===== src/rtl/conf_stream_pkg.sv =====
// conf_stream_pkg
// Shared definitions for the configuration stream writer:
//   - state_t     : frame parser states
//   - B_*         : byte index of each field inside a frame
//   - TILE_ID_W   : width of the tile id byte
package conf_stream_pkg;

  localparam int TILE_ID_W = 8;

  // Byte positions of the frame fields. Data starts at B_DATA and runs for
  // len+1 bytes. The optional checksum byte follows the last data byte.
  localparam int B_TILE = 0;
  localparam int B_AHI  = 1;
  localparam int B_ALO  = 2;
  localparam int B_LEN  = 3;
  localparam int B_DATA = 4;

  typedef enum logic [2:0] {
    S_TILE = 3'd0,
    S_AHI  = 3'd1,
    S_ALO  = 3'd2,
    S_LEN  = 3'd3,
    S_DATA = 3'd4,
    S_CHK  = 3'd5
  } state_t;

endpackage


===== src/rtl/conf_onehot_dec.sv =====
// conf_onehot_dec
// Decodes an 8-bit tile id into a NB_TILES-wide one-hot select vector.
// Ports:
//   tile_id      in  TILE_ID_W  tile number from the frame header
//   onehot       out NB_TILES   one bit set for an in-range id, all zero otherwise
//   out_of_range out 1          tile_id >= NB_TILES
module conf_onehot_dec
  import conf_stream_pkg::*;
#(
  parameter int NB_TILES = 16
) (
  input  logic [TILE_ID_W-1:0] tile_id,
  output logic [NB_TILES-1:0]  onehot,
  output logic                 out_of_range
);

  // An out-of-range id matches no bit position, so the vector is
  // naturally all zero in that case.
  always_comb begin
    onehot = '0;
    for (int i = 0; i < NB_TILES; i++) begin
      onehot[i] = (tile_id == TILE_ID_W'(i));
    end
  end

  assign out_of_range = (int'(tile_id) >= NB_TILES);

endmodule


===== src/rtl/conf_stream_writer.sv =====
// conf_stream_writer
// Parses a byte stream of framed configuration records and expands each
// record into single-cycle tile writes with an auto-incrementing address.
//
// Frame: tile id, addr high, addr low, len, then len+1 data bytes,
// followed by an XOR checksum byte when CONF_STREAM_WRITER_CHK_EN is defined.
//
// Ports:
//   conf          in   clock, all logic on the rising edge
//   reset         in   synchronous active-high reset
//   in_data       in   stream byte
//   in_valid      in   in_data valid
//   in_ready      out  byte accepted when in_valid && in_ready
//   clear_err     in   clears the sticky error flags
//   select_tile   out  one-hot write strobe, one bit per tile
//   address_tile  out  write address
//   data_tile     out  write data
//   busy          out  a frame is in progress
//   frame_done    out  one-cycle pulse after the last frame byte
//   err_tile      out  sticky, tile id >= NB_TILES seen
//   err_chk       out  sticky, checksum mismatch (0 without the macro)
//
// Optional feature macro: CONF_STREAM_WRITER_CHK_EN
// ADDR_W must lie in 9..16 (upper address bits come from byte B1).
module conf_stream_writer
  import conf_stream_pkg::*;
#(
  parameter int NB_TILES = 16,
  parameter int ADDR_W   = 10
) (
  input  logic                conf,
  input  logic                reset,
  input  logic [7:0]          in_data,
  input  logic                in_valid,
  output logic                in_ready,
  input  logic                clear_err,
  output logic [NB_TILES-1:0] select_tile,
  output logic [ADDR_W-1:0]   address_tile,
  output logic [7:0]          data_tile,
  output logic                busy,
  output logic                frame_done,
  output logic                err_tile,
  output logic                err_chk
);

  state_t              state_q;
  logic                in_ready_q;
  logic [NB_TILES-1:0] tile_sel_q;
  logic                discard_q;
  logic [ADDR_W-9:0]   addr_hi_q;
  logic [ADDR_W-1:0]   addr_q;
  logic [7:0]          cnt_q;
  logic [NB_TILES-1:0] select_q;
  logic [ADDR_W-1:0]   address_q;
  logic [7:0]          data_q;
  logic                frame_done_q;
  logic                err_tile_q;

  logic                accept;
  logic [NB_TILES-1:0] dec_onehot;
  logic                dec_oor;

  assign accept = in_valid && in_ready_q;

  // Decoding is done straight off the incoming byte so the one-hot
  // vector is ready to latch in the same cycle B0 is accepted.
  conf_onehot_dec #(
    .NB_TILES(NB_TILES)
  ) u_dec (
    .tile_id     (in_data),
    .onehot      (dec_onehot),
    .out_of_range(dec_oor)
  );

  // Frame parser and write issue. The strobe defaults to zero each cycle
  // so a write lasts exactly one cycle; address and data hold their last
  // value between writes. Error set is ordered after clear so set wins.
  always_ff @(posedge conf) begin
    if (reset) begin
      state_q      <= S_TILE;
      in_ready_q   <= 1'b0;
      tile_sel_q   <= '0;
      discard_q    <= 1'b0;
      addr_hi_q    <= '0;
      addr_q       <= '0;
      cnt_q        <= '0;
      select_q     <= '0;
      address_q    <= '0;
      data_q       <= '0;
      frame_done_q <= 1'b0;
      err_tile_q   <= 1'b0;
    end else begin
      in_ready_q   <= 1'b1;
      select_q     <= '0;
      frame_done_q <= 1'b0;
      if (clear_err) begin
        err_tile_q <= 1'b0;
      end
      if (accept) begin
        case (state_q)
          S_TILE: begin
            tile_sel_q <= dec_onehot;
            discard_q  <= dec_oor;
            if (dec_oor) begin
              err_tile_q <= 1'b1;
            end
            state_q <= S_AHI;
          end
          S_AHI: begin
            addr_hi_q <= in_data[ADDR_W-9:0];
            state_q   <= S_ALO;
          end
          S_ALO: begin
            addr_q  <= {addr_hi_q, in_data};
            state_q <= S_LEN;
          end
          S_LEN: begin
            cnt_q   <= in_data;
            state_q <= S_DATA;
          end
          S_DATA: begin
            select_q  <= discard_q ? '0 : tile_sel_q;
            address_q <= addr_q;
            data_q    <= in_data;
            addr_q    <= addr_q + ADDR_W'(1);
            if (cnt_q == 8'd0) begin
`ifdef CONF_STREAM_WRITER_CHK_EN
              state_q <= S_CHK;
`else
              state_q      <= S_TILE;
              frame_done_q <= 1'b1;
`endif
            end else begin
              cnt_q <= cnt_q - 8'd1;
            end
          end
`ifdef CONF_STREAM_WRITER_CHK_EN
          S_CHK: begin
            state_q      <= S_TILE;
            frame_done_q <= 1'b1;
          end
`endif
          default: begin
            state_q <= S_TILE;
          end
        endcase
      end
    end
  end

`ifdef CONF_STREAM_WRITER_CHK_EN
  logic [7:0] chk_q;
  logic       err_chk_q;

  // Running XOR over B0..Dlen, restarted by B0. The comparison is only
  // advisory: the data has already been written by the time it arrives.
  always_ff @(posedge conf) begin
    if (reset) begin
      chk_q     <= '0;
      err_chk_q <= 1'b0;
    end else begin
      if (clear_err) begin
        err_chk_q <= 1'b0;
      end
      if (accept) begin
        case (state_q)
          S_TILE:  chk_q <= in_data;
          S_CHK: begin
            if (in_data != chk_q) begin
              err_chk_q <= 1'b1;
            end
          end
          default: chk_q <= chk_q ^ in_data;
        endcase
      end
    end
  end

  assign err_chk = err_chk_q;
`else
  assign err_chk = 1'b0;
`endif

  assign in_ready     = in_ready_q;
  assign select_tile  = select_q;
  assign address_tile = address_q;
  assign data_tile    = data_q;
  assign frame_done   = frame_done_q;
  assign err_tile     = err_tile_q;
  assign busy         = (state_q != S_TILE);

endmodule


===== config.mk =====
export PLATFORM = sky130hd
export DESIGN_NAME = conf_stream_writer
export DESIGN_NICKNAME = d
export VERILOG_FILES = /design/src/rtl/conf_stream_pkg.sv /design/src/rtl/conf_onehot_dec.sv /design/src/rtl/conf_stream_writer.sv
export SDC_FILE = /design/constraint.sdc
export NUM_CORES = 1
export LEC_CHECK = 0
export ABC_AREA = 1
export BUFFER_PORTS_ARGS = -buffer_cell sky130_fd_sc_hd__buf_2
export CAP_MARGIN = 10
export CORE_MARGIN = 2
export CORE_UTILIZATION = 30
export CTS_CLUSTER_SIZE = 30
export DETAILED_ROUTE_END_ITERATION = 16
export HOLD_SLACK_MARGIN = 0.08
export REMOVE_ABC_BUFFERS = 1
export SLEW_MARGIN = 20
export SYNTH_ARGS = -nofsm -noshare
export SYNTH_HDL_FRONTEND = slang
export SYNTH_SLANG_ARGS = --single-unit

===== constraint.sdc =====
create_clock -name conf -period 3 [get_ports conf]
set_clock_uncertainty 0.15 [all_clocks]
set_input_delay 0.3 -clock conf [delete_from_list [all_inputs] [get_ports conf]]
set_output_delay 0.3 -clock conf [all_outputs]
set_load 0.005 [all_outputs]

==> results.cfg <==
[run_status]
status = complete, no violations

[final_layout]
multi_input_comb_area_mm2 = 0.00149
diodes = 0
n_fill_cell = 1141
drive_above_1_share = 0.163
seqCellArea_mm2 = 0.00154
post-route-util = 0.365
final_nets = 526
finalNonFillerCells = 656
area_growth_pct = 18.4

[route]
vias = 2996
firstDrtPassIters = 4
drc_errors = 0
postRouteAntennaNets = 0
wl_um = 7890
dr.first_iter.drc_count = 143
vias_per_cell = 4.57
routedWlPerCell_um = 12.0

[timing]
final.min_clock_period_ns = 2.03
hold_violations = 0
slew_headroom = 0.454
setup_tns_ns = 0
finalSetupViolCount = 0
fmax_mhz = 492
slew_violations = 0
worst_pin_slew_ns = 0.817
rsz0062_at_grt = no
period_share = 0.677

[setup_path]
crit_required_ns = 3.13
critPathArrivalTime_ns = 2.16
slowest_delay_ns = 0.55
crit_type = reg -> reg
worstPathCellList = nor2_2 -> nand2_4 -> nor2_4 -> nand2_2 -> nor2_1
crit_slowest_cell = nor2_4
worstSetupStartpointType = flop
end_kind = flop
path_max_fanout = 31

[floorplanning]
ios = 51
die_area_mm2 = 0.0121
std_cell_rows = 38
core_mm2 = 0.0109
die_x_um = 110
start_util = 0.309
die_h_um = 110

[synth]
ys_types = 29
synth_area_mm2 = 0.00336
ys_ff_latch = 77
ys_seq_area_frac = 0.459
synthCells = 463
synth_area_leaders = dfxtp_1 46%, nand2_1 10%, nor2_1 8.2%
synth_top_cell_area_share = 0.459
synth_top_area_cell = dfxtp_1
syn_area_per_cell_um2 = 7.26
yosys_warnings = 0

[clocking]
cts_resized = 0
cts_setup_buffers = 0
cts_sinks = 77
cts_tree = yes
cts_buffers = 9
clk_latency_ns = 0.35
cts_buffer_depth = 2
clk_pin_slew_worst_paths_ns = 0.08
htreeDepth = 3
cts-root-buf = clkbuf_8

[place]
hpwl_um = 5610
gp_congestion = 0.835
dp_cells = 636
io_buffer_count = 49

[global_routing]
groute.usage.overall = 0.141
grt_pass1_vias = 2875
grt_pass1_wl_um = 13400
antenna_found_initial = 0
grt_overflow = 0
grt_max_degree = 42

[pwr]
ir_worst_vdd_v = 0.000207
p_leak_uw = 0.00192
power_density_mw_per_mm2 = 571

[flow_run]
max_cap_violations = 0

[min_path]
hp-class = in -> reg
-- logic make-up (layout without fill, tap and decap cells) --
logic type / after synthesis / after routing / share of synthesized area
and+or+nand+nor: 215 / 215 / 0.277
buffers and inverters: 76 / 129 / 0.0990
adders and majority gates: 3 / 3 / 0.0112
other: 1 / 1 / 0.00112
xor gates and xnor gates: 1 / 1 / 0.00261
DFF: 77 / 77 / 0.459
AOI/OAI and AO/OA: 90 / 90 / 0.150
-- power by group --
part           total [uW]  switching [uW]  internal (uW)
registers            1070            18.1           1060
logic                 211             142           68.6
clock network         988             404            584
-- through the flow --
step | setup slack, ns | cell area (um2) | total power, uW | hold WS, ns
finish | 0.969 | 3980 | 2270 | 0.111
global route | 0.759 | 3980 | 2370 | 0.107
CTS | 0.947 | 3980 | 2300 | 0.0942
detailed placement | 0.944 | 3680 | 1300 | 0.277
global placement | 1.07 | 3680 | 1300 | 0.264
floorplan | 1.37 | 3250 | 1230 | 0.212
-- registers in the layout (all words and copies together), names as in the netlist --
register	cells
discard_q	1
frame_done	1
select_tile	16
address_tile	10
tile_sel_q	16
addr_q	10
data_tile	8
in_ready	1
cnt_q	8
state_q	3
err_tile	1
addr_hi_q	2
-- critical path, delay by kind of cell (launching register included) --
kind,cells,cell delay (ns)
DFF,1,0.36
and+or+nand+nor,5,1.45
-- layout by cell type (no fill, tap or decap), drive strengths merged, types with 3 or more instances in the layout --
| cell type | netlist | layout |
|---|---|---|
| nand2 | 99 | 99 |
| dfxtp | 77 | 77 |
| nor2 | 76 | 76 |
| inv | 59 | 61 |
| buf | 12 | 50 |
| a21oi | 38 | 38 |
| o21ai | 36 | 36 |
| nand3 | 29 | 29 |
| a211oi | 13 | 13 |
| clkbuf | 5 | 10 |
| nand4 | 7 | 7 |
| nor3 | 4 | 4 |
| dlygate4sd3 | 0 | 4 |
| ha | 3 | 3 |
| bufinv | 0 | 3 |
-- Yosys cell counts (all sizes together) --
cell    count
o211a       1
a21oi      38
nand3      29
nand4       7
a31oi       2
ha          3
inv        59
nor2       76
nand2      99
nor3        4
xor2        1
buf        12
o21ai      36
dfxtp      77
clkbuf      5
conb        1
a211oi     13
-- layout make-up --
type / instances / share of cell area
sequential: 77 / 0.388
multi-input combinational: 310 / 0.374
timing repair buffer: 54 / 0.0736
inverter: 59 / 0.0569
clock inverter: 6 / 0.0296
tap: 140 / 0.0440
clock buffer: 10 / 0.0346
-- per-layer routing --
metal,routed length [um],global-route usage,part of all wire,vias to the layer above
li1,-,-,-,1580
met1,3810,0.185,0.48,1336
met2,3540,0.228,0.45,70
met3,449,0.0379,0.057,10
met4,85,0.0407,0.011,0
met5,0,0,0,-
-- path summary, 6_finish.rpt --
check / from / depth (start not counted) / slack [ns] / end
min: in_data[7] / 3 / 0.11 / data_tile[7]$_SDFFE_PP0P_
max: state_q[0]$_SDFFE_PP0P_ / 5 / 0.97 / select_tile[10]$_SDFF_PP0_
min reg2reg: tile_sel_q[9]$_SDFFE_PP0P_ / 2 / 0.29 / select_tile[9]$_SDFF_PP0_
max reg2reg: state_q[0]$_SDFFE_PP0P_ / 5 / 0.97 / select_tile[10]$_SDFF_PP0_
-- timing repair --
item / in CTS / in global routing
hold buffers: 4 / 0
endpoints found under the setup margin: 0 / 0
endpoints found under the hold margin: 4 / 0
Power figures use the tool's default switching activity.
